$ cat src/rtl/rv32i_pkg.sv
// Shared RV32I decode definitions: opcodes, ALU control codes, immediate formats,
// and the decoded-instruction bundle carried through the decode buffer.
package rv32i_pkg;

   localparam logic [6:0] OP_R      = 7'h33;
   localparam logic [6:0] OP_I      = 7'h13;
   localparam logic [6:0] OP_LOAD   = 7'h03;
   localparam logic [6:0] OP_STORE  = 7'h23;
   localparam logic [6:0] OP_BRANCH = 7'h63;
   localparam logic [6:0] OP_LUI    = 7'h37;
   localparam logic [6:0] OP_AUIPC  = 7'h17;
   localparam logic [6:0] OP_JAL    = 7'h6F;
   localparam logic [6:0] OP_JALR   = 7'h67;

   localparam logic [3:0] ALU_ADD  = 4'd0;
   localparam logic [3:0] ALU_SUB  = 4'd1;
   localparam logic [3:0] ALU_SLL  = 4'd2;
   localparam logic [3:0] ALU_SLT  = 4'd3;
   localparam logic [3:0] ALU_SLTU = 4'd4;
   localparam logic [3:0] ALU_XOR  = 4'd5;
   localparam logic [3:0] ALU_SRL  = 4'd6;
   localparam logic [3:0] ALU_SRA  = 4'd7;
   localparam logic [3:0] ALU_OR   = 4'd8;
   localparam logic [3:0] ALU_AND  = 4'd9;

   typedef enum logic [2:0] {
      IMM_NONE, IMM_I, IMM_S, IMM_B, IMM_U, IMM_J, IMM_SH
   } imm_fmt_t;

   typedef struct packed {
      logic [3:0]  alu_ctrl;
      logic        alu_src;
      logic [31:0] imm;
      logic [4:0]  rs1;
      logic [4:0]  rs2;
      logic [4:0]  rd;
      logic [2:0]  funct3;
      logic        reg_write;
      logic        mem_read;
      logic        mem_write;
      logic        branch;
      logic        jump;
      logic        illegal;
   } dec_t;

   localparam int DEC_W = $bits(dec_t);

   typedef struct packed {
      logic [31:0] pc;
      dec_t        dec;
   } entry_t;

   // alt selects sub/sra on the funct3 slots that have a second meaning
   function automatic logic [3:0] alu_op_f3(input logic [2:0] f3, input logic alt);
      logic [3:0] r;
      case (f3)
         3'b000:  r = alt ? ALU_SUB : ALU_ADD;
         3'b001:  r = ALU_SLL;
         3'b010:  r = ALU_SLT;
         3'b011:  r = ALU_SLTU;
         3'b100:  r = ALU_XOR;
         3'b101:  r = alt ? ALU_SRA : ALU_SRL;
         3'b110:  r = ALU_OR;
         default: r = ALU_AND;
      endcase
      return r;
   endfunction

endpackage

$ cat src/rtl/rv32i_decoder.sv
// Combinational RV32I decoder: one instruction word to a packed dec_t bundle.
// Illegal encodings clear every control flag and the ALU code.
module rv32i_decoder
   import rv32i_pkg::*;
(
   input  logic [31:0]      i_instr,
   output logic [DEC_W-1:0] o_dec
);

   logic [6:0] w_opcode;
   logic [2:0] w_f3;
   logic [6:0] w_f7;
   imm_fmt_t   w_fmt;
   dec_t       w_dec;

   assign w_opcode = i_instr[6:0];
   assign w_f3     = i_instr[14:12];
   assign w_f7     = i_instr[31:25];
   assign o_dec    = w_dec;

   always_comb begin
      w_dec        = '0;
      w_fmt        = IMM_NONE;
      w_dec.rs1    = i_instr[19:15];
      w_dec.rs2    = i_instr[24:20];
      w_dec.rd     = i_instr[11:7];
      w_dec.funct3 = w_f3;
      case (w_opcode)
         OP_R: begin
            w_dec.reg_write = 1'b1;
            w_dec.alu_ctrl  = alu_op_f3(w_f3, w_f7[5]);
            w_dec.illegal   = !((w_f7 == 7'h00) ||
                                (w_f7 == 7'h20 && (w_f3 == 3'b000 || w_f3 == 3'b101)));
         end
         OP_I: begin
            w_dec.reg_write = 1'b1;
            w_dec.alu_src   = 1'b1;
            if (w_f3 == 3'b001 || w_f3 == 3'b101) begin
               w_fmt          = IMM_SH;
               w_dec.alu_ctrl = alu_op_f3(w_f3, w_f7[5]);
               w_dec.illegal  = (w_f3 == 3'b001) ? (w_f7 != 7'h00)
                                                 : (w_f7 != 7'h00 && w_f7 != 7'h20);
            end else begin
               // addi has no sub form: funct7 bits are immediate here
               w_fmt          = IMM_I;
               w_dec.alu_ctrl = alu_op_f3(w_f3, 1'b0);
            end
         end
         OP_LOAD: begin
            w_fmt           = IMM_I;
            w_dec.reg_write = 1'b1;
            w_dec.mem_read  = 1'b1;
            w_dec.alu_src   = 1'b1;
         end
         OP_STORE: begin
            w_fmt           = IMM_S;
            w_dec.mem_write = 1'b1;
            w_dec.alu_src   = 1'b1;
         end
         OP_BRANCH: begin
            w_fmt        = IMM_B;
            w_dec.branch = 1'b1;
            case (w_f3[2:1])
               2'b00:   w_dec.alu_ctrl = ALU_SUB;
               2'b10:   w_dec.alu_ctrl = ALU_SLT;
               2'b11:   w_dec.alu_ctrl = ALU_SLTU;
               default: w_dec.illegal  = 1'b1;
            endcase
         end
         OP_LUI: begin
            w_fmt           = IMM_U;
            w_dec.reg_write = 1'b1;
            w_dec.alu_src   = 1'b1;
            w_dec.rs1       = 5'd0;
         end
         OP_AUIPC: begin
            w_fmt           = IMM_U;
            w_dec.reg_write = 1'b1;
            w_dec.alu_src   = 1'b1;
         end
         OP_JAL, OP_JALR: begin
            w_fmt           = (w_opcode == OP_JAL) ? IMM_J : IMM_I;
            w_dec.reg_write = 1'b1;
            w_dec.jump      = 1'b1;
            w_dec.alu_src   = 1'b1;
         end
         default: w_dec.illegal = 1'b1;
      endcase
      if (w_dec.illegal) begin
         w_dec.alu_ctrl  = ALU_ADD;
         w_dec.reg_write = 1'b0;
         w_dec.mem_read  = 1'b0;
         w_dec.mem_write = 1'b0;
         w_dec.branch    = 1'b0;
         w_dec.jump      = 1'b0;
      end
      case (w_fmt)
         IMM_I:   w_dec.imm = {{20{i_instr[31]}}, i_instr[31:20]};
         IMM_S:   w_dec.imm = {{20{i_instr[31]}}, i_instr[31:25], i_instr[11:7]};
         IMM_B:   w_dec.imm = {{19{i_instr[31]}}, i_instr[31], i_instr[7],
                               i_instr[30:25], i_instr[11:8], 1'b0};
         IMM_U:   w_dec.imm = {i_instr[31:12], 12'b0};
         IMM_J:   w_dec.imm = {{11{i_instr[31]}}, i_instr[31], i_instr[19:12],
                               i_instr[20], i_instr[30:21], 1'b0};
         IMM_SH:  w_dec.imm = {27'b0, i_instr[24:20]};
         default: w_dec.imm = 32'd0;
      endcase
   end

endmodule

$ cat src/rtl/rv32i_decode_stage.sv
// Registered decode stage: decoder on the input, main + skid buffer of decoded bundles.
// in_ready is the inverted skid-valid register, so it never depends on out_ready combinationally.
module rv32i_decode_stage
   import rv32i_pkg::*;
(
   input  logic        i_clk,
   input  logic        i_rst_n,
   input  logic        i_flush,
   input  logic        i_in_valid,
   output logic        o_in_ready,
   input  logic [31:0] i_in_instr,
   input  logic [31:0] i_in_pc,
   output logic        o_out_valid,
   input  logic        i_out_ready,
   output logic [31:0] o_out_pc,
   output logic [3:0]  o_out_alu_ctrl,
   output logic        o_out_alu_src,
   output logic [31:0] o_out_imm,
   output logic [4:0]  o_out_rs1,
   output logic [4:0]  o_out_rs2,
   output logic [4:0]  o_out_rd,
   output logic [2:0]  o_out_funct3,
   output logic        o_out_reg_write,
   output logic        o_out_mem_read,
   output logic        o_out_mem_write,
   output logic        o_out_branch,
   output logic        o_out_jump,
   output logic        o_out_illegal
);

   logic [DEC_W-1:0] w_in_dec;
   entry_t           w_in_entry;
   entry_t           r_main;
   entry_t           r_skid;
   logic             r_main_vld;
   logic             r_skid_vld;
   logic             w_in_fire;
   logic             w_main_free;

   rv32i_decoder u_decoder (
      .i_instr (i_in_instr),
      .o_dec   (w_in_dec)
   );

   assign w_in_entry  = '{pc: i_in_pc, dec: dec_t'(w_in_dec)};
   assign o_in_ready  = !r_skid_vld;
   assign w_in_fire   = i_in_valid && !r_skid_vld;
   assign w_main_free = !r_main_vld || i_out_ready;

   always_ff @(posedge i_clk) begin
      if (!i_rst_n) begin
         r_main     <= '0;
         r_skid     <= '0;
         r_main_vld <= 1'b0;
         r_skid_vld <= 1'b0;
      end else if (i_flush) begin
         r_main_vld <= 1'b0;
         r_skid_vld <= 1'b0;
      end else if (w_main_free) begin
         // skid is only ever full while in_ready is low, so it and a new beat never compete
         if (r_skid_vld) begin
            r_main     <= r_skid;
            r_main_vld <= 1'b1;
            r_skid_vld <= 1'b0;
         end else if (w_in_fire) begin
            r_main     <= w_in_entry;
            r_main_vld <= 1'b1;
         end else begin
            r_main_vld <= 1'b0;
         end
      end else if (w_in_fire) begin
         r_skid     <= w_in_entry;
         r_skid_vld <= 1'b1;
      end
   end

   assign o_out_valid     = r_main_vld;
   assign o_out_pc        = r_main.pc;
   assign o_out_alu_ctrl  = r_main.dec.alu_ctrl;
   assign o_out_alu_src   = r_main.dec.alu_src;
   assign o_out_imm       = r_main.dec.imm;
   assign o_out_rs1       = r_main.dec.rs1;
   assign o_out_rs2       = r_main.dec.rs2;
   assign o_out_rd        = r_main.dec.rd;
   assign o_out_funct3    = r_main.dec.funct3;
   assign o_out_reg_write = r_main.dec.reg_write;
   assign o_out_mem_read  = r_main.dec.mem_read;
   assign o_out_mem_write = r_main.dec.mem_write;
   assign o_out_branch    = r_main.dec.branch;
   assign o_out_jump      = r_main.dec.jump;
   assign o_out_illegal   = r_main.dec.illegal;

endmodule

$ cat config.mk
export PLATFORM = sky130hd
export DESIGN_NAME = rv32i_decode_stage
export DESIGN_NICKNAME = d
export VERILOG_FILES = /design/src/rtl/rv32i_pkg.sv /design/src/rtl/rv32i_decoder.sv /design/src/rtl/rv32i_decode_stage.sv
export SDC_FILE = /design/constraint.sdc
export NUM_CORES = 1
export LEC_CHECK = 0
export CORE_MARGIN = 2
export CORE_UTILIZATION = 40
export CTS_CLUSTER_SIZE = 40
export DETAILED_ROUTE_END_ITERATION = 8
export PLACE_DENSITY = 0.66
export SYNTH_ARGS = -nofsm -noshare
export SYNTH_HDL_FRONTEND = slang
export SYNTH_HIERARCHICAL = 1
export SYNTH_SLANG_ARGS = --single-unit
$ cat constraint.sdc
create_clock -name i_clk -period 2.38 [get_ports i_clk]
set_input_delay 0.595 -clock i_clk [delete_from_list [all_inputs] [get_ports i_clk]]
set_output_delay 0.595 -clock i_clk [all_outputs]
set_load 0.01 [all_outputs]
Word level (Yosys, flattened, before mapping)
Index checks and enable logic that the tools add are counted.
{"block": "totals", "inputBits": 69, "regBits": 188}
{"block": "classes", "reduce_logical": 25, "eq_ne": 25, "bitwise": 3, "n_mux": 28}
{"op": "one-hot mux 32 bit (6 select lines)", "count": 1}
{"op": "two-way mux 93 bit", "count": 2}
{"op": "one-hot mux 4 bit (7 select lines)", "count": 2}
{"op": "equality test 7 x 6 -> 1 bit, second input constant", "count": 4}
{"op": "equality test 7 bit, second input constant", "count": 3}
{"op": "equality test 3 bit, second input constant", "count": 6}
{"op": "one-hot mux 3 bit (6 select lines)", "count": 1}
{"op": "equality test 7 x 5 -> 1 bit, second input constant", "count": 2}
{"op": "OR reduction 7 bit", "count": 2}
{"op": "two-way mux 1 bit", "count": 13}
{"op": "equality test 3 x 2 -> 1 bit, second input constant", "count": 4}
{"op": "one-hot mux 4 bit (3 select lines)", "count": 1}
{"op": "two-way mux 5 bit", "count": 2}
{"op": "one-hot mux 3 bit (3 select lines)", "count": 1}
{"op": "two-way mux 4 bit", "count": 2}
{"op": "equality test 7 x 2 -> 1 bit, second input constant", "count": 1}
{"op": "logical NOT 7 bit", "count": 1}
{"op": "inequality test 7 x 6 -> 1 bit, second input constant", "count": 1}
{"op": "nonzero test 7 bit", "count": 1}
{"op": "equality test 3 x 1 -> 1 bit, second input constant", "count": 2}
{"op": "two-way mux 3 bit", "count": 2}
{"op": "AND reduction 3 bit", "count": 2}
{"op": "OR reduction 2 bit", "count": 3}
{"op": "OR reduction 3 bit", "count": 2}
{"op": "10 further kinds", "count": 20}

Depth between registers and ports, before layout
Gate-level depths: netlist (run 1).
{"block": "depth", "depth_word": 9, "depth_mapped": 11, "mapped_depth_nobuf": 9}

By module
Netlist (run 1), hierarchy kept.
{"mod": "rv32i_decode_stage", "area_per_inst_um2": 8275.4, "cells_per_inst": 838, "instances": 1}
{"mod": "rv32i_decoder", "area_per_inst_um2": 952.2, "cells_per_inst": 137, "instances": 1}

Worst setup path after synthesis (run 1)
OpenSTA, ideal clock, no wires.
{"block": "synth_timing", "kind": "input to register", "startpoint": "input port i_in_instr[3]", "endpoint": "register r_main, in the netlist o_out_alu_ctrl[3]", "setup_time_ps": 116, "t_required_ps": 2264, "path_slack_ps": -77, "arrival_time_ps": 2340, "cell_stages": 9, "cell_sequence": "buf_2 nand4bb_1 or2_2 a31oi_1 a2111oi_4 and4_1 mux2i_1 nand3_1 o211a_1"}
{"block": "synth_between", "elab_chain_len": 6, "word_cells_on_any_way": 15, "classes_between": "eq/ne (9); mux (5); reduce/logical (1)"}
{"element": "start: declaration", "line": "rv32i_decode_stage.sv:11", "text": "input logic [31:0] i_in_instr,"}
{"element": "equality test 7 x 2 -> 1 bit (tied with other cells)", "line": "rv32i_decoder.sv:28", "text": "case (w_opcode)"}
{"element": "OR reduction 6 bit (no line)"}
{"element": "one-hot mux 1 bit (4 select lines)", "line": "rv32i_decoder.sv:28"}
{"element": "two-way mux 4 bit *", "line": "rv32i_decoder.sv:89", "text": "if (w_dec.illegal) begin"}
{"element": "net w_in_dec[60]", "line": "rv32i_decode_stage.sv:31", "text": "logic [DEC_W-1:0] w_in_dec;"}
{"element": "two-way mux 93 bit *", "line": "rv32i_decode_stage.sv:65", "text": "end else if (w_in_fire) begin"}
{"element": "two-way mux 93 bit *", "line": "rv32i_decode_stage.sv:61", "text": "if (r_skid_vld) begin"}
{"element": "end signal: assignment", "line": "rv32i_decode_stage.sv:62", "text": "r_main <= r_skid;"}
{"element": "end signal: assignment", "line": "rv32i_decode_stage.sv:66", "text": "r_main <= w_in_entry;"}
{"element": "end: declaration", "line": "rv32i_decode_stage.sv:33", "text": "entry_t r_main;"}
Mark *: on every way through the listed nets, which the timed path passes. The rest lies on a longest branch. The select of a mux whose other input is x is not followed.
A chain may end at the register's enable or synchronous reset.

Worst setup path after layout (run 1)
{"block": "layout_timing", "startpoint": "input port i_in_instr[4]", "endpoint": "register r_main, in the netlist o_out_illegal"}
{"block": "layout_between", "elab_chain_len": 5, "word_cells_on_any_way": 13, "classes_between": "eq/ne (9); mux (3); reduce/logical (1)"}
{"element": "equality test 7 x 2 -> 1 bit (tied with other cells)", "line": "rv32i_decoder.sv:28"}
{"element": "OR reduction 6 bit (no line)"}
{"element": "one-hot mux 1 bit (4 select lines) *", "line": "rv32i_decoder.sv:28"}
{"element": "net w_in_dec[0]", "line": "rv32i_decode_stage.sv:31"}
{"element": "two-way mux 93 bit *", "line": "rv32i_decode_stage.sv:65"}
{"element": "two-way mux 93 bit *", "line": "rv32i_decode_stage.sv:61"}
Marked as above.

==> reports/qor.csv, run 1 <==
stage,metric,value,unit
global_routing,met3 usage,0.05111,
die,Core Area,0.02264,mm²
die,initial cell density of the core,0.4076,
setup_path,R2R Path End,o_out_mem_write$_SDFFE_PN0P_,
die,Die Area,0.02430,mm²
synth,Syn. warnings,6,
route,DRC viols,0,
power_and_ir_drop,leakage power,0.005237,µW
setup_path,Critical-path top delay cell,clkdlybuf4s50_1,
synth,Synth Instances,975,
timing,FMAX,441.0,MHz
cts,total CTS buffers,17,
power_and_ir_drop,P_sw,1888,µW
cts,cts hold-fix bufs,0,
layout,Final nets,1204,
cts,root buf cell,clkbuf_16,
synth,post-synthesis sequential area ratio,0.4079,
setup_path,CP Max Fanout,6,
die,die width,155.9,µm
setup_path,CP arrival,2.59,ns
setup_path,flop-to-flop setup slack,0.53,ns
global_routing,vias in the first global route,7512,
route,wire per inst,17.50,µm
min_path,Hold WC Path Type,reg2reg,
layout,share of cells above drive strength 1,0.1272,
placed_design,GP Congestion,0.8290,
synth,top post-synthesis cells by area,"dfxtp_1, mux2i_1, o211a_1",
setup_path,CP dominant cell by count,buf_4,
power_and_ir_drop,Logic pwr share,0.134,
cts,Clock Path Buffers,2,
job,max-cap violations,0,
placed_design,hpwl dp,16590,µm
synth,Mapped Area,0.009228,mm²
cts,H-tree lvl count,4,
setup_path,Critical path destination,o_out_illegal$_SDFFE_PN0P_,
cts,"Reg clk slew, reported paths",0.07,ns
die,IO Count,164,
layout,area delta synth->final,30.93,%
synth,post-synth top area share,0.4079,
placed_design,IO buf count,163,
global_routing,GRT Max-Usage Layer,met2,
setup_path,reg-to-reg startpoint,r_skid_vld$_SDFFE_PP0P_,
timing,final hold violation count,0,
global_routing,gr usage total,0.2064,
global_routing,grt met2 use,0.3262,
synth,syn nets,1044,
route,vias per std cell,5.375,
cts,CTS tree,yes,
synth,largest area contributor in the netlist,dfxtp_1,
timing,worst slew pin tran,0.5647,ns
run_status,outcome,completed,
synth,synth unique cells,50,
global_routing,grt ovf,0,
layout,ANT cells,0,
setup_path,CP Data Required Time,2.70,ns
timing,Max transition margin,0.6235,
route,Iteration-0 DRC Markers,449,
timing,RSZ-0062 raised after global routing,true,
cts,clk_lat worst skew,0.43,ns
timing,final hold slack,0.4586,ns
power_and_ir_drop,Internal,5361,µW
power_and_ir_drop,Sw Share,0.2605,
setup_path,Worst setup SP type,input pin,
synth,number of enable flip-flop cells after synthesis,0,
setup_path,"Cell Chain, Critical Path","clkdlybuf4s50_1, buf_4, nand2b_1, buf_4, buf_4, nand2_1, nor2_1, a2111oi_4, o21ai_1, mux2i_1, nand3_1, o211a_1",
setup_path,CP Class,in2reg,
timing,period utilization,0.9527,
global_routing,largest net degree at the start of global routing,69,
timing,minimum clock period,2.267,ns
synth,fraction of registers with async set/reset,0,
synth,Syn Area/Cell,9.464,µm²
route,DR vias,7703,
setup_path,reg2reg path depth,4,
timing,final setup fails,0,
timing,pins over their slew limit,0,
cts,clk sinks,188,
die,DIE HEIGHT,155.9,µm
route,Routed WL,25080,µm
timing,Setup Skew,0.01308,ns
synth,top_reg_cell synth,dfxtp_1,
global_routing,initial antenna violation count,0,
placed_design,DP Worst Slack,-0.6178,ns
power_and_ir_drop,Sequential Power Share,0.458,
setup_path,Max stage delay on crit path,0.47,ns
global_routing,global-route wire length before repair,40060,µm
synth,post-synthesis register bit count,188,
power_and_ir_drop,Cell Pwr Density,600.0,mW/mm²
power_and_ir_drop,maximum vdd drop,0.4270,mV
route,TritonRoute pass-1 iters,6,
power_and_ir_drop,Clock Power Share,0.408,
setup_path,CP startpoint,i_in_instr[4],
die,Rows,55,
global_routing,M1 GR Usage,0.2826,
setup_path,crit end category,flip-flop,
timing,setup ws final,0.1125,ns
route,Routed Antenna Nets,0,
## metal layers
| metal | vias up | share of wire |
|---|---|---|
| met5 | - | 0 |
| met3 | 23 | 0.055 |
| met1 | 3723 | 0.47 |
| met2 | 195 | 0.46 |
| li1 | 3762 | - |
| met4 | 0 | 0.014 |
## timing repair
| item | in CTS | in global routing |
|---|---|---|
| setup endpoints to repair | 28 | 38 |
| cloned | 1 | 0 |
| gates resized for setup | 30 | 17 |
| buffers inserted | 6 | 2 |
| pin swaps | 9 | 8 |
## worst min-delay path by stage
| stage | startpoint | endpoint | slack (ns) | cells past startpoint |
|---|---|---|---|---|
| 2_1_floorplan | r_skid[0]$_SDFFE_PN0P_ | r_skid[0]$_SDFFE_PN0P_ | 0.43 | 2 |
| 3_3_place_gp | r_skid[11]$_SDFFE_PN0P_ | r_skid[11]$_SDFFE_PN0P_ | 0.44 | 2 |
| 3_5_place_dp | r_skid[2]$_SDFFE_PN0P_ | r_skid[2]$_SDFFE_PN0P_ | 0.45 | 2 |
| 4_1_cts | r_skid[75]$_SDFFE_PN0P_ | r_skid[75]$_SDFFE_PN0P_ | 0.46 | 2 |
| 5_1_grt | r_skid[38]$_SDFFE_PN0P_ | r_skid[38]$_SDFFE_PN0P_ | 0.47 | 2 |
| 6_report | r_skid[11]$_SDFFE_PN0P_ | r_skid[11]$_SDFFE_PN0P_ | 0.46 | 2 |
## critical path: cells and delay by family
family                 cells  cell delay (ns)
buffers and inverters      4             0.90
AOI/OAI and AO/OA          3             0.67
and+or+nand+nor            4             0.28
muxes                      1             0.16
## state kept, by name, indices dropped and copies added, names as in the netlist
signal / count
r_skid: 93
o_out_imm: 32
o_out_pc: 32
o_out_rd: 5
o_out_rs1: 5
o_out_rs2: 5
o_out_alu_ctrl: 4
o_out_funct3: 3
o_out_alu_src: 1
o_out_branch: 1
o_out_illegal: 1
o_out_jump: 1
o_out_mem_read: 1
o_out_mem_write: 1
o_out_reg_write: 1
o_out_valid: 1
r_skid_vld: 1
## cells by family (layout without fill, tap and decap cells)
| kind of cell | Yosys count | after routing | synth area share |
|---|---|---|---|
| buffers and inverters | 110 | 283 | 0.06942 |
| flip-flops | 188 | 188 | 0.4079 |
| AND/OR/NAND/NOR | 341 | 341 | 0.1675 |
| multiplexers | 186 | 186 | 0.2018 |
| AO/OA/AOI/OAI | 150 | 150 | 0.1535 |
## cell usage in the layout (no fill, tap or decap), drive strengths merged, types with 3 or more instances in the layout
cell type,n
or2,3
nand2b,7
dlymetal6s2s,4
a32oi,3
a22o,5
nand3,94
clkbuf,19
o211a,93
inv,11
nand2,193
and2,14
nor2b,5
dlygate4sd2,3
clkinv,5
o21ai,4
clkdlybuf4s50,151
a21oi,7
a21o,20
dfxtp,188
nor2,12
buf,87
mux2i,186
## metrics by stage
stage	cells	setup TNS, ns	instance area (µm²)	total power [µW]	utilization
detailed placement	1392	-35.91	11310	4351	0.4994
CTS	1431	0	12000	7322	0.5301
finish	1433	0	12080	7249	0.5336
global route	1433	-0.003399	12080	7543	0.5336
global placement	1392	-32.07	11310	4344	0.4994
floorplan	975	0	9234	3842	-
## area by class of cell
type                            count  area [µm²]
Clock buffer                       18       429.2
Clock inverter                     14       176.4
Fill cell                        2052       10560
Inverter                            4       15.01
Multi-Input combinational cell    677        4925
Sequential cell                   188        3767
Tap cell                          285       356.6
Timing Repair Buffer              247        2412
## synth_stat cells, types with 2 or more instances
cell / n
a21o_1: 20
a21oi_1: 7
a22o_1: 5
a31oi_1: 2
a32oi_1: 3
and2_1: 13
buf_1: 11
buf_12: 7
buf_2: 22
buf_4: 19
buf_6: 2
clkbuf_1: 45
dfxtp_1: 188
inv_1: 3
mux2i_1: 186
nand2_1: 193
nand2b_1: 7
nand3_1: 94
nand4b_1: 2
nor2_1: 12
nor2b_1: 5
nor3_1: 2
o211a_1: 93
o21ai_0: 4
o22ai_1: 2
or2_2: 3
or3_1: 2
## power by group through the flow
stage	clock network [µW]	registers [µW]	logic, µW
after detailed placement	0	3400	955
after global routing	3160	3340	1050
after global placement	0	3400	948
after CTS	3030	3320	970
after floorplan	0	3430	411
final	2960	3320	970
No activity file was read; power rests on OpenSTA's default activity.
==> run 2, diff against run 1 <==
Settings changed: ABC_AREA from default to 1, PLACE_DENSITY 0.66 to 0.65.
==> reports/qor.csv, run 2 <==
stage,metric,value,unit
placed_design,GP Congestion,0.8716,
timing,minimum clock period,2.243,ns
synth,Syn Area/Cell,6.040,µm²
die,Rows,57,
power_and_ir_drop,Clock Power Share,0.401,
setup_path,CP Max Fanout,8,
layout,Final nets,1843,
setup_path,Worst setup SP type,input pin,
job,max-cap violations,0,
die,DIE HEIGHT,160.9,µm
synth,most common cell in the netlist,nand2_1,
route,DR vias,9804,
power_and_ir_drop,Internal,5424,µW
min_path,Hold WC Path Type,reg2reg,
route,Highest Signal Layer,met4,
cts,"Reg clk slew, reported paths",0.07,ns
power_and_ir_drop,leakage power,0.005888,µW
synth,Synth Instances,1631,
die,IO Count,164,
synth,post-synth top area share,0.3821,
synth,Syn. warnings,6,
cts,H-tree lvl count,4,
power_and_ir_drop,Cell Pwr Density,589.3,mW/mm²
timing,final setup fails,0,
timing,worst slew pin tran,0.7481,ns
layout,area delta synth->final,27.78,%
setup_path,CP Class,in2reg,
timing,setup TNS,0,ns
route,met3 wire length,1635,µm
layout,most frequent cells in the layout,"nand2_1, nor2_1, inv_1, dfxtp_1, clkdlybuf4s50_1",
route,Iteration-0 DRC Markers,665,
cts,CTS tree,yes,
power_and_ir_drop,Sequential Power Share,0.451,
synth,post-synthesis sequential area ratio,0.3821,
run_status,outcome,completed,
route,wire per inst,12.60,µm
layout,final-layout fill cell count,2524,
cts,Clock Path Buffers,2,
synth,Post-synth top cells,"nand2_1, nor2_1, inv_1, dfxtp_1, nand3_1",
setup_path,crit end category,flip-flop,
route,TritonRoute pass-1 iters,7,
synth,fraction of registers with async set/reset,0,
timing,pins over their slew limit,0,
synth,largest area contributor in the netlist,dfxtp_1,
placed_design,IO buf count,163,
die,Core Area,0.02425,mm²
cts,total CTS buffers,17,
placed_design,placed insts,2079,
power_and_ir_drop,Logic pwr share,0.148,
layout,Final Cell Area,0.01259,mm²
layout,Largest Register,r_skid,
route,vias per std cell,4.644,
cts,clk_lat worst skew,0.44,ns
route,DRC viols,0,
global_routing,vias in the first global route,9055,
cts,clk sinks,188,
placed_design,DP Area,0.01196,mm²
global_routing,grt ovf,0,
power_and_ir_drop,maximum vdd drop,0.4142,mV
synth,synth unique cells,28,
power_and_ir_drop,Sw Share,0.2688,
timing,Setup Skew,0.01056,ns
placed_design,hpwl dp,17530,µm
synth,top post-synthesis cells by area,"dfxtp_1, nand2_1, nor2_1",
route,Routed WL,26610,µm
layout,post-route insts no fill,2111,
setup_path,R2R Path End,r_skid[51]$_SDFFE_PN0P_,
layout,share of cells above drive strength 1,0.07778,
setup_path,reg-to-reg startpoint,r_skid_vld$_SDFFE_PP0P_,
global_routing,global-route wire length before repair,44480,µm
timing,period utilization,0.9424,
timing,final hold violation count,0,
timing,final hold slack,0.4820,ns
setup_path,reg2reg path depth,6,
min_path,Hold Crit Start,r_skid[36]$_SDFFE_PN0P_,
setup_path,flop-to-flop setup slack,0.78,ns
setup_path,CP arrival,2.58,ns
setup_path,CP Data Required Time,2.72,ns
synth,Mapped Area,0.009851,mm²
global_routing,gr usage total,0.2084,
die,die width,160.9,µm
die,Die Area,0.02590,mm²
global_routing,largest net degree at the start of global routing,188,
timing,RSZ-0062 raised after global routing,true,
layout,"most common cell after layout, fill and taps aside",nand2_1,
timing,FMAX,445.8,MHz
route,routed wl met2,12180,µm
min_path,Hold Path Sink,r_skid[36]$_SDFFE_PN0P_,
global_routing,initial antenna violation count,0,
setup_path,CP startpoint,i_in_instr[4],
die,initial cell density of the core,0.4062,
timing,Max transition margin,0.5012,
layout,max reg flops,93,
cts,cts hold-fix bufs,0,
cts,post-cts sizing count,0,
min_path,Hold Path Cell Cnt,2,
synth,syn nets,1700,
route,Post-Route M1 WL,12280,µm
cts,root buf cell,clkbuf_16,
synth,top_reg_cell synth,dfxtp_1,
power_and_ir_drop,P_sw,1994,µW
cts,# Post-CTS Setup Buffers,0,
layout,ANT cells,0,
synth,number of enable flip-flop cells after synthesis,0,
synth,post-synthesis register bit count,188,
route,Routed Antenna Nets,0,
[run 2: changes by cell type after synthesis, moves of 13 or more]
cell,previous run,this run
buf_2,22,37
nand2_1,193,417
a21o_1,20,0
inv_1,3,213
nor2_1,12,401
and2_1,13,0
o21ai_0,4,103
o211a_1,93,0
mux2i_1,186,0
nand3_1,94,130
[run 2: routing by layer]
layer / track usage / vias up
li1: - / 5170
met1: 0.2734 / 4378
met2: 0.3430 / 225
met3: 0.04545 / 31
met4: 0.06494 / 0
met5: 0 / -
[run 2: power groups by stage]
stage / Clock [µW] / Combinational [µW] / Sequential [µW]
final: 2980 / 1100 / 3340
after CTS: 3050 / 1110 / 3350
after floorplan: 0 / 540 / 3460
after detailed placement: 0 / 1100 / 3420
after global placement: 0 / 1090 / 3420
after global routing: 3170 / 1230 / 3360
[run 2: area by class of cell]
| type | count | area, µm² | area share |
|---|---|---|---|
| Clock inverter | 12 | 148.9 | 0.01183 |
| Tap cell | 324 | 405.4 | 0.03221 |
| Multi-Input combinational cell | 1107 | 4638 | 0.3685 |
| Sequential cell | 188 | 3767 | 0.2993 |
| Inverter | 223 | 839.6 | 0.06670 |
| Timing Repair Buffer | 237 | 2331 | 0.1852 |
| Clock buffer | 20 | 456.7 | 0.03628 |
[run 2: per-stage QoR]
stage / power [µW] / utilization / setup slack (ns)
6_report: 7418 / 0.5191 / 0.1370
5_1_grt: 7758 / 0.5191 / -0.01750
3_5_place_dp: 4519 / 0.4933 / -0.3239
4_1_cts: 7499 / 0.5183 / 0.1326
2_1_floorplan: 4001 / - / 0.4157
3_3_place_gp: 4509 / 0.4933 / -0.3228
[run 2: worst max-delay path, cell delays in order]
cell	delay (ns)
clkdlybuf4s50_1	0.49
inv_1	0.06
nand2_1	0.11
nor2_2	0.07
nand2_2	0.08
inv_2	0.04
buf_4	0.14
nand2_2	0.13
o21ai_0	0.11
a31oi_1	0.28
nand3_1	0.12
inv_1	0.08
o21ai_0	0.08
nor2_1	0.14
nor2_1	0.05
[run 2: cells by family after synthesis]
group | share of synthesized area
DFF | 0.3821
AOI/OAI and AO/OA | 0.07227
and+or+nand+nor | 0.3944
buffers and inverters | 0.1513
[run 2: worst max-delay path by stage]
stage	endpoint	slack, ns	cells after the start
after floorplan	o_out_imm[20]$_SDFFE_PN0P_	0.42	13
final	o_out_imm[19]$_SDFFE_PN0P_	0.14	15
after global routing	o_out_imm[24]$_SDFFE_PN0P_	-0.02	14
after global placement	o_out_imm[19]$_SDFFE_PN0P_	-0.32	15
after CTS	o_out_imm[19]$_SDFFE_PN0P_	0.13	15
after detailed placement	o_out_imm[19]$_SDFFE_PN0P_	-0.32	15
==> run 3, diff against run 2 <==
Settings changed: CORE_UTILIZATION 40 to 31, PLACE_DENSITY 0.65 to 0.53.
==> reports/qor.csv, run 3 (same netlist as run 2, synthesis figures left out) <==
stage,metric,value,unit
setup_path,CP top delay family,simple AND/OR/NAND/NOR gates,
die,Rows,65,
global_routing,grt ovf,0,
timing,minimum clock period,2.220,ns
cts,CTS tree,yes,
global_routing,gr usage total,0.1790,
setup_path,CP Data Required Time,2.76,ns
layout,post-route insts no fill,2195,
job,max-cap violations,0,
power_and_ir_drop,Internal,5417,µW
layout,ANT cells,0,
power_and_ir_drop,Sw Share,0.2693,
layout,max reg flops,93,
route,TritonRoute pass-1 iters,5,
timing,Setup Skew,0.01225,ns
setup_path,reg-to-reg startpoint,r_skid_vld$_SDFFE_PP0P_,
power_and_ir_drop,P_sw,1997,µW
route,Routed Antenna Nets,0,
layout,final design utilization,0.4078,
run_status,outcome,completed,
cts,H-tree lvl count,4,
power_and_ir_drop,Sequential Power Share,0.452,
die,Die Area,0.03322,mm²
route,Iteration-0 DRC Markers,549,
power_and_ir_drop,Cell Pwr Density,579.1,mW/mm²
setup_path,CP arrival,2.60,ns
die,Core Area,0.03139,mm²
layout,"most common cell after layout, fill and taps aside",nand2_1,
setup_path,WP buf/inv,3,
die,IO Count,164,
global_routing,largest net degree at the start of global routing,135,
die,DIE HEIGHT,182.3,µm
cts,total CTS buffers,17,
power_and_ir_drop,Logic pwr share,0.152,
setup_path,CP Max Fanout,7,
layout,Final nets,1849,
die,initial cell density of the core,0.3138,
setup_path,flop-to-flop setup slack,0.84,ns
setup_path,Max stage delay on crit path,0.47,ns
placed_design,hpwl dp,19540,µm
global_routing,initial antenna violation count,0,
timing,Max transition margin,0.6392,
cts,clk sinks,188,
cts,clk_lat worst skew,0.45,ns
route,wire per inst,13.17,µm
timing,pins over their slew limit,0,
min_path,Hold Crit Start,r_skid[40]$_SDFFE_PN0P_,
placed_design,IO buf count,163,
layout,Largest Register,r_skid,
layout,area delta synth->final,29.96,%
cts,"Reg clk slew, reported paths",0.07,ns
die,die width,182.3,µm
setup_path,crit end category,flip-flop,
placed_design,placed insts,2163,
setup_path,Critical-path top delay cell,clkdlybuf4s50_1,
setup_path,CP Class,in2reg,
setup_path,Worst setup SP type,input pin,
route,DR vias,9768,
timing,FMAX,450.5,MHz
placed_design,GP Congestion,0.8480,
placed_design,DP Worst Slack,-0.3582,ns
timing,final hold violation count,0,
global_routing,global-route wire length before repair,48000,µm
timing,period utilization,0.9327,
placed_design,DP Area,0.01218,mm²
cts,root buf cell,clkbuf_16,
route,DRC viols,0,
global_routing,vias in the first global route,9369,
cts,Clock Path Buffers,2,
route,Routed WL,28900,µm
timing,final setup fails,0,
timing,worst slew pin tran,0.5412,ns
timing,setup ws final,0.1601,ns
setup_path,"Cell Chain, Critical Path","clkdlybuf4s50_1, nand2_2, inv_1, nand2_1, nor3_2, nand2_1, nand3_2, nand2_2, a21oi_1, inv_1, o21ai_0, nor2_1, nor2_1",
power_and_ir_drop,Clock Power Share,0.397,
min_path,Hold WC Path Type,reg2reg,
layout,most frequent cells in the layout,"nand2_1, nor2_1, inv_1, dfxtp_1, clkdlybuf4s50_1",
setup_path,CP startpoint,i_in_instr[1],
route,vias per std cell,4.450,
power_and_ir_drop,leakage power,0.005926,µW
layout,share of cells above drive strength 1,0.08087,
power_and_ir_drop,maximum vdd drop,0.4470,mV
layout,Final Cell Area,0.01280,mm²
## run 3: cell count changes in the layout (fill, tap and decap cells not counted), moves of 2 or more
cell / change
inv_8: -2
nor2_4: +2
clkinvlp_4: +2
o21ai_0: +2
o21ai_1: -2
buf_12: +6
nor2_2: -2
inv_6: -2
## run 3: final timing paths
check / endpoint / depth (start not counted)
max reg2reg: r_skid[31]$_SDFFE_PN0P_ / 6
min: r_skid[40]$_SDFFE_PN0P_ / 2
min reg2reg: r_skid[40]$_SDFFE_PN0P_ / 2
max: o_out_imm[5]$_SDFFE_PN0P_ / 13
## run 3: routing by layer
| metal | global-route usage | routed length (µm) | vias to the layer above |
|---|---|---|---|
| met5 | 0 | 0 | - |
| met4 | 0.04839 | 367 | 0 |
| met3 | 0.04410 | 1436 | 22 |
| met2 | 0.3037 | 13480 | 164 |
| met1 | 0.2265 | 13620 | 4399 |
| li1 | - | - | 5183 |
## run 3: what timing repair did
| item | in CTS | in global routing |
|---|---|---|
| setup buffers | 0 | 0 |
| gates resized for setup | 0 | 9 |
| hold buffers | 0 | 0 |
| setup endpoints to repair | 0 | 29 |
## run 3: final cells by class
class / instances / area, µm²
Fill cell: 3362 / 18590
Multi-Input combinational cell: 1107 / 4649
Sequential cell: 188 / 3767
Timing Repair Buffer: 243 / 2449
Inverter: 223 / 839.6
Tap cell: 402 / 503.0
Clock buffer: 20 / 456.7
Clock inverter: 12 / 137.6
## run 3: power by group through the flow
stage | Combinational (µW) | Sequential (µW) | Clock [µW]
final | 1120 | 3350 | 2940
after global routing | 1260 | 3370 | 3170
after CTS | 1140 | 3350 | 3050
after detailed placement | 1130 | 3420 | 0
after global placement | 1130 | 3420 | 0
after floorplan | 540 | 3460 | 0
## run 3: metrics by stage
stage               power, µW  setup TNS [ns]  hold WS, ns
finish                   7414               0       0.4835
detailed placement       4554          -16.35       0.4715
floorplan                4001               0       0.4544
global route             7804        -0.02324       0.4991
CTS                      7536               0       0.4854
global placement         4547          -13.03       0.4622
## run 3: worst min-delay path: stages (launching register included)
cell and delay (ns):
dfxtp_1 0.33, nor2_1 0.05, nor2_1 0.08
